==> config.mk <==
export PLATFORM = sky130hd
export DESIGN_NAME = imem_loader
export DESIGN_NICKNAME = d
export VERILOG_FILES = /design/src/rtl/imem_loader.sv
export SDC_FILE = /design/constraint.sdc
export NUM_CORES = 1
export LEC_CHECK = 0
export CORE_AREA = 4 4 80 119
export DETAILED_ROUTE_END_ITERATION = 16
export DIE_AREA = 0 0 84 123
export PLACE_DENSITY = 0.83
export SLEW_MARGIN = 20
export SYNTH_ARGS = -nofsm -noshare
export SYNTH_HDL_FRONTEND = slang
export SYNTH_SLANG_ARGS = --single-unit
==> constraint.sdc <==
create_clock -name CLK -period 2.5 [get_ports CLK]
set_input_delay 0.375 -clock CLK [delete_from_list [all_inputs] [get_ports CLK]]
set_output_delay 0.375 -clock CLK [all_outputs]
set_load 0.01 [all_outputs]
==> src/rtl/imem_loader.sv <==
// imem_loader: boot-time loader for the instruction memory.
// Consumes a byte stream (16-bit word count, then big-endian 32-bit words),
// issues one write strobe per assembled word and keeps the CPU held in reset
// until the whole image has been written.
module imem_loader #(
    parameter int IMEM_SIZE = 128
) (
    input  logic        CLK,
    input  logic        RST,
    input  logic        start,
    input  logic [7:0]  in_data,
    input  logic        in_valid,
    output logic        in_ready,
    output logic        WE,
    output logic [31:0] W_Addr,
    output logic [31:0] W_Ins,
    output logic        cpu_hold,
    output logic        done,
    output logic        error,
    output logic [15:0] words_written
);

    localparam logic [15:0] MAX_WORDS = 16'(IMEM_SIZE);

    typedef enum logic [2:0] {
        IDLE   = 3'd0,
        LEN_HI = 3'd1,
        LEN_LO = 3'd2,
        DATA   = 3'd3,
        WRITE  = 3'd4,
        DONE   = 3'd5,
        ERR    = 3'd6
    } state_t;

    state_t      state_r;
    state_t      next_s;
    logic [15:0] len_r;
    logic [15:0] word_idx_r;
    logic [1:0]  byte_idx_r;

    logic        accept_s;
    logic [15:0] len_full_s;
    logic        len_bad_s;
    logic [15:0] word_next_s;
    logic        rearm_s;

    // in_ready is registered and mirrors the current state, so it is a safe
    // qualifier for the handshake in the same cycle.
    assign accept_s      = in_valid && in_ready;
    assign len_full_s    = {len_r[15:8], in_data};
    assign len_bad_s     = (len_full_s == 16'd0) || (len_full_s > MAX_WORDS);
    assign word_next_s   = word_idx_r + 16'd1;
    assign rearm_s       = start && ((state_r == IDLE) || (state_r == DONE) || (state_r == ERR));
    assign words_written = word_idx_r;

    // State register with synchronous active-low reset.
    always_ff @(posedge CLK) begin
        if (!RST) begin
            state_r <= IDLE;
        end else begin
            state_r <= next_s;
        end
    end

    // Next-state logic for the load sequence.
    always_comb begin
        next_s = state_r;
        case (state_r)
            IDLE: begin
                if (start) next_s = LEN_HI;
                else       next_s = IDLE;
            end
            LEN_HI: begin
                if (accept_s) next_s = LEN_LO;
                else          next_s = LEN_HI;
            end
            LEN_LO: begin
                if (accept_s) begin
                    if (len_bad_s) next_s = ERR;
                    else           next_s = DATA;
                end else begin
                    next_s = LEN_LO;
                end
            end
            DATA: begin
                if (accept_s && (byte_idx_r == 2'd3)) next_s = WRITE;
                else                                  next_s = DATA;
            end
            WRITE: begin
                if (word_next_s == len_r) next_s = DONE;
                else                      next_s = DATA;
            end
            DONE: begin
                if (start) next_s = LEN_HI;
                else       next_s = DONE;
            end
            ERR: begin
                if (start) next_s = LEN_HI;
                else       next_s = ERR;
            end
            default: next_s = IDLE;
        endcase
    end

    // Registered outputs (decoded from the next state) and load datapath.
    always_ff @(posedge CLK) begin
        if (!RST) begin
            in_ready   <= 1'b0;
            WE         <= 1'b0;
            W_Addr     <= 32'd0;
            W_Ins      <= 32'd0;
            cpu_hold   <= 1'b1;
            done       <= 1'b0;
            error      <= 1'b0;
            len_r      <= 16'd0;
            word_idx_r <= 16'd0;
            byte_idx_r <= 2'd0;
        end else begin
            in_ready <= (next_s == LEN_HI) || (next_s == LEN_LO) || (next_s == DATA);
            WE       <= (next_s == WRITE);
            cpu_hold <= (next_s != DONE);
            done     <= (next_s == DONE);
            error    <= (next_s == ERR);

            if (rearm_s) begin
                word_idx_r <= 16'd0;
                byte_idx_r <= 2'd0;
            end

            case (state_r)
                LEN_HI: if (accept_s) len_r[15:8] <= in_data;
                LEN_LO: if (accept_s) len_r[7:0]  <= in_data;
                DATA: begin
                    if (accept_s) begin
                        W_Ins      <= {W_Ins[23:0], in_data};
                        byte_idx_r <= byte_idx_r + 2'd1;
                        // Address is latched with the final byte so it is
                        // stable for the whole WRITE cycle.
                        if (byte_idx_r == 2'd3) begin
                            W_Addr <= {14'd0, word_idx_r, 2'b00};
                        end
                    end
                end
                WRITE:   word_idx_r <= word_next_s;
                default: ;
            endcase
        end
    end

endmodule
Yosys cells after proc, flatten, opt, wreduce, memory -nomap -nowiden:

Index checks and enable logic that the tools add are counted.

* multiplexer cells: 14
* equality and inequality tests: 15
* reduce and logical (&&, ||, !) cells: 15
* magnitude comparators: 1
* $add $sub $neg: 2

Operator list (count)
* $mux W16: 2
* $pmux W3 S7: 1
* $eq A3 B3 Y1 const B: 6
* $mux W3: 6
* $add A16 B1 Y16 const B: 1
* $eq A16 B16 Y1: 1
* $gt A16 B8 Y1 const B: 1
* $logic_not A16 Y1: 1
* $eq A3 B2 Y1 const B: 4
* $mux W2: 4
* $eq A3 B1 Y1 const B: 2
* $reduce_and A2 Y1: 3
* $logic_or A1 B1 Y1: 5
* $logic_and A1 B1 Y1: 3
* $logic_not A3 Y1: 1
* $ne A3 B3 Y1 const B: 1
* $reduce_and A3 Y1: 1
* $add A2 B1 Y2 const B: 1
* $eq A2 B2 Y1 const B: 1
* $reduce_bool A2 Y1: 1
* $mux W1: 1

* output and inout port bits: 85
* flip-flop bits (word level): 90
* word-level logic and storage cells: 59

Logic depth before layout (Yosys ltp):

* depth in word-level cells: 8
* depth in mapped cells: 9

Worst setup path after synthesis:

Ideal clock, no wire load.

* path kind: register -> register
* start: register word_idx_r[1], in the netlist words_written[1]
* end: register done
* library setup time: 60 ps
* slack: 299 ps
* stages on the path, launching flop included: 9
* period minus slack after synthesis: 2201 ps
* arrival time: 2142 ps
* path buffers: 1
* cell sequence: dfxtp_1 ha_1 clkbuf_1 nor3b_1 o221ai_1 a2111oi_2 o2111ai_1 o211ai_2 and3_1

* cells in the longest elaborated chain, start to end: 5

RTL lines
* from (decl): RTL line 38 `logic [15:0] word_idx_r;`
* from (signal assigned): RTL line 144 `WRITE: word_idx_r <= word_next_s;`
* $add A16 B1 Y16: RTL line 52 `assign word_next_s = word_idx_r + 16'd1;`
* $eq A16 B16 Y1: RTL line 90 `if (word_next_s == len_r) next_s = DONE;`
* $mux W3: RTL line 90
* $pmux W3 S7: RTL line 68 `case (state_r)`
* $eq A3 B3 Y1: RTL line 122 `done <= (next_s == DONE);`
* to (signal assigned): RTL line 122
* to (decl): RTL line 18 `output logic done,`

Every way passes these cells.
A chain may end at the register's enable or synchronous reset.

Final worst setup path:

* start: register word_idx_r[5], in the netlist words_written[5]
* end: register cpu_hold

* cells in the longest elaborated chain, start to end: 5

RTL lines
* $add A16 B1 Y16: RTL line 52
* $eq A16 B16 Y1: RTL line 90
* $mux W3: RTL line 90
* $pmux W3 S7: RTL line 68
* $ne A3 B3 Y1: RTL line 121 `cpu_hold <= (next_s != DONE);`
* to (signal assigned): RTL line 121
* to (decl): RTL line 17 `output logic cpu_hold,`

Every way passes these cells.

==> impl_metrics.csv <==
group,metric,value,unit
outcome,outcome,"complete, no violations",
synth,ys_seq_area_share,43.4,%
final_layout,fill_cells,707,
final_layout,finish.utilization,64.3,%
drt,vias_per_cell,5.56,
grt,grt_usage,21.9,%
final_layout,fin_cells,713,
place,hpwl,8.24,mm
floorplan,row_count,41,
drt,met2WireLength,5.88,mm
drt,drt_iter0_drc,287,
synth,synth-edff-count,0,
grt,grt_pass1_wl,18.0,mm
timing,maxSlewViolCount,0,
cts,cts_tree,"yes",
setup_path,slowest_delay,580,ps
final_layout,diodes,0,
setup_path,criticalPathCategory,"register to register",
setup_path,crit_buf_inv,0,
drt,top_layer,"met4",
timing,final_hold_viol_count,0,
drt,wl_per_cell,16.0,um
final_layout,area_growth,30.4,%
synth,avgSynthCellArea,8.03,um^2
floorplan,core_area,8410,um^2
setup_path,end_kind,"register",
power_and_ir_drop,vdd_drop_max,0.487,mV
cts,cts_root_buf,"clkbuf_16",
synth,synth.distinct_cells,55,
drt,met1_length,4.37,mm
timing,skew,7.65,ps
grt,grt_max_degree,53,
final_layout,fin_nets,615,
timing,layout_setup_ws,152,ps
synth,yosysWarnings,0,
power_and_ir_drop,power.leakage,1.90,nW
setup_path,cp_top_family,"simple AND/OR/NAND/NOR gates",
synth,ys_ff_latch,90,
floorplan,die_h,123,um
drt,finalWirelength,11.4,mm
timing,max_slew_margin,62.1,%
place,portBuffers,80,
floorplan,die_area,10300,um^2
synth,synthFlopType,"dfxtp_1",
cts,path_clk_slew,70,ps
grt,grt_pass1_vias,3735,
setup_path,cp.arrival,2570,ps
drt,dr_wl_met3,757,um
setup_path,crit_fanout,8,
synth,synthCells,517,
place,place_congestion,0.883,
timing,min_period,2350,ps
floorplan,start_util,49.3,%
timing,worst_pin_slew,569,ps
drt,drc,0,
place,pre_cts_ws,-18.5,ps
timing,rsz0062_at_grt,"no",
floorplan,fp.dieW,84,um
cts,cts-htree-levels,3,
synth,synthArstFlopShare,0,%
cts,clk_latency,350,ps
setup_path,crit_chain,"nand4_2 > or4_1 > xnor2_1 > a21oi_1 > o2111ai_2 > o211ai_2 > nand3_1",
floorplan,io_pins,97,
cts,clock_sinks,90,
timing,setup_viol,0,
setup_path,cpMaxStageDelayCell,"or4_1",
power_and_ir_drop,p_per_area,542,nW/um^2
grt,overflow,0,
timing,period_share,93.9,%
drt,vias,3963,
run,drv_cap,0,
hold_path,min_path_type,"register to register",
cts,clock_path_buffers,2,
synth,netlist_area,4150,um^2
drt,drt_first_pass_iters,6,
grt,grt_antenna_before_repair,0,
setup_path,start_kind,"register",
final_layout,drive_gt1_share,10.2,%
drt,ant_nets,0,
cts,cts-buffers-inserted,9,
place,numPlacedInstances,696,
timing,max_freq,426,MHz
setup_path,required,2720,ps
[tightest hold or removal path, delay by kind of cell, from the launching register on]
kind	cells	cell delay [ps]
flops	1	310
simple gates	1	50
compound gates	1	50
[timing repair]
| action | 4_1_cts | 5_1_grt |
|---|---|---|
| hold buffers | 0 | 0 |
| gates resized for setup | 0 | 3 |
| setup buffers | 0 | 1 |
| endpoints found under the setup margin | 0 | 6 |
[routing by layer]
metal | track usage, % | up-vias
met5 | 0 | -
met4 | 11.4 | 0
met3 | 5.53 | 36
met2 | 39.5 | 157
met1 | 23.6 | 1868
li1 | - | 1902
[synth_stat cells (all sizes together), types with 2 or more instances]
| cell type | instances | share of area [%] |
|---|---|---|
| mux2i | 18 | 4.3 |
| nor3b | 2 | 0.36 |
| a31oi | 7 | 1.1 |
| nand2b | 3 | 0.45 |
| a211oi | 2 | 0.48 |
| o21ai | 17 | 2.1 |
| or4 | 2 | 0.36 |
| and4 | 2 | 0.42 |
| nand3 | 13 | 1.6 |
| nor4 | 6 | 1.4 |
| nand4bb | 2 | 0.54 |
| o21a | 2 | 0.36 |
| nand4 | 4 | 0.90 |
| o2111ai | 2 | 0.42 |
| and2 | 4 | 0.60 |
| buf | 26 | 4.2 |
| nor3 | 11 | 1.4 |
| a21oi | 61 | 7.4 |
| ha | 2 | 0.60 |
| nor2 | 40 | 3.7 |
| dfxtp | 90 | 43 |
| or3 | 2 | 0.30 |
| a311oi | 2 | 0.42 |
| nor2b | 4 | 0.60 |
| xor2 | 7 | 1.5 |
| a22oi | 2 | 0.36 |
| nand2 | 117 | 11 |
| xnor2 | 15 | 3.2 |
| clkbuf | 25 | 2.3 |
| or2 | 2 | 0.30 |
| inv | 4 | 0.36 |
| and3 | 6 | 0.90 |
[layout by cell type, fill, tap and decap left out, drive strengths merged, types with 3 or more instances in the layout]
master,instances
nand2,117
dfxtp,90
clkdlybuf4s50,80
a21oi,61
nor2,40
buf,29
mux2i,18
o21ai,17
conb,16
xnor2,15
nand3,13
nor3,11
inv,11
clkbuf,9
a31oi,7
xor2,7
and3,6
nor4,6
nor2b,4
and2,4
nand4,4
nand2b,3
[power by group]
group | total (mW) | switching, mW | internal [mW]
Sequential | 1.45 | 0.0131 | 1.44
Combinational | 0.152 | 0.0939 | 0.0584
Clock | 1.32 | 0.620 | 0.704
Total | 2.93 | 0.727 | 2.20
[registers in the layout (all words and copies together), names as in the netlist]
signal	cells
words_written	16
state_r	3
in_ready	1
byte_idx_r	2
W_Ins	32
error	1
cpu_hold	1
len_r	16
WE	1
W_Addr	16
done	1
[cell type report]
class / count / area (um^2) / share of cell area (%)
Multi-Input combinational cell: 386 / 2130 / 39.4
Sequential cell: 90 / 1800 / 33.3
Timing Repair Buffer: 109 / 1030 / 19.1
Clock buffer: 9 / 225 / 4.16
Tap cell: 107 / 134 / 2.48
Clock inverter: 7 / 66.3 / 1.23
Inverter: 5 / 18.8 / 0.347
[kinds of logic (layout without fill, tap and decap cells)]
logic type      count (synthesis)  count (layout)  synth area share, %
compound gates                105             105                 14.8
xor+xnor                       22              22                 4.64
fa+ha+maj                       2               2                0.603
buf+inv                        56             130                 6.94
flops                          90              90                 43.4
mux                            19              19                 4.61
other cells                     1              16               0.0904
simple gates                  222             222                 24.9
[worst paths after layout]
check	from	cells after the start	slack [ps]	end
setup / recovery	words_written[5]	7	150	cpu_hold
hold / removal	W_Addr[9]	2	450	W_Addr[9]
setup reg to reg	words_written[5]	7	150	cpu_hold
hold reg to reg	W_Addr[9]	2	450	W_Addr[9]
[through the flow]
stage               instance area, um^2  TNS [ps]  total power, mW  hold slack, ps
CTS                                5390         0             2.95             459
floorplan                          4210         0             1.58             452
finish                             5410         0             2.93             455
detailed placement                 5100     -36.9             1.63             449
global placement                   5100         0             1.63             442
global route                       5410         0             3.02             478
Power figures use the tool's default switching activity.
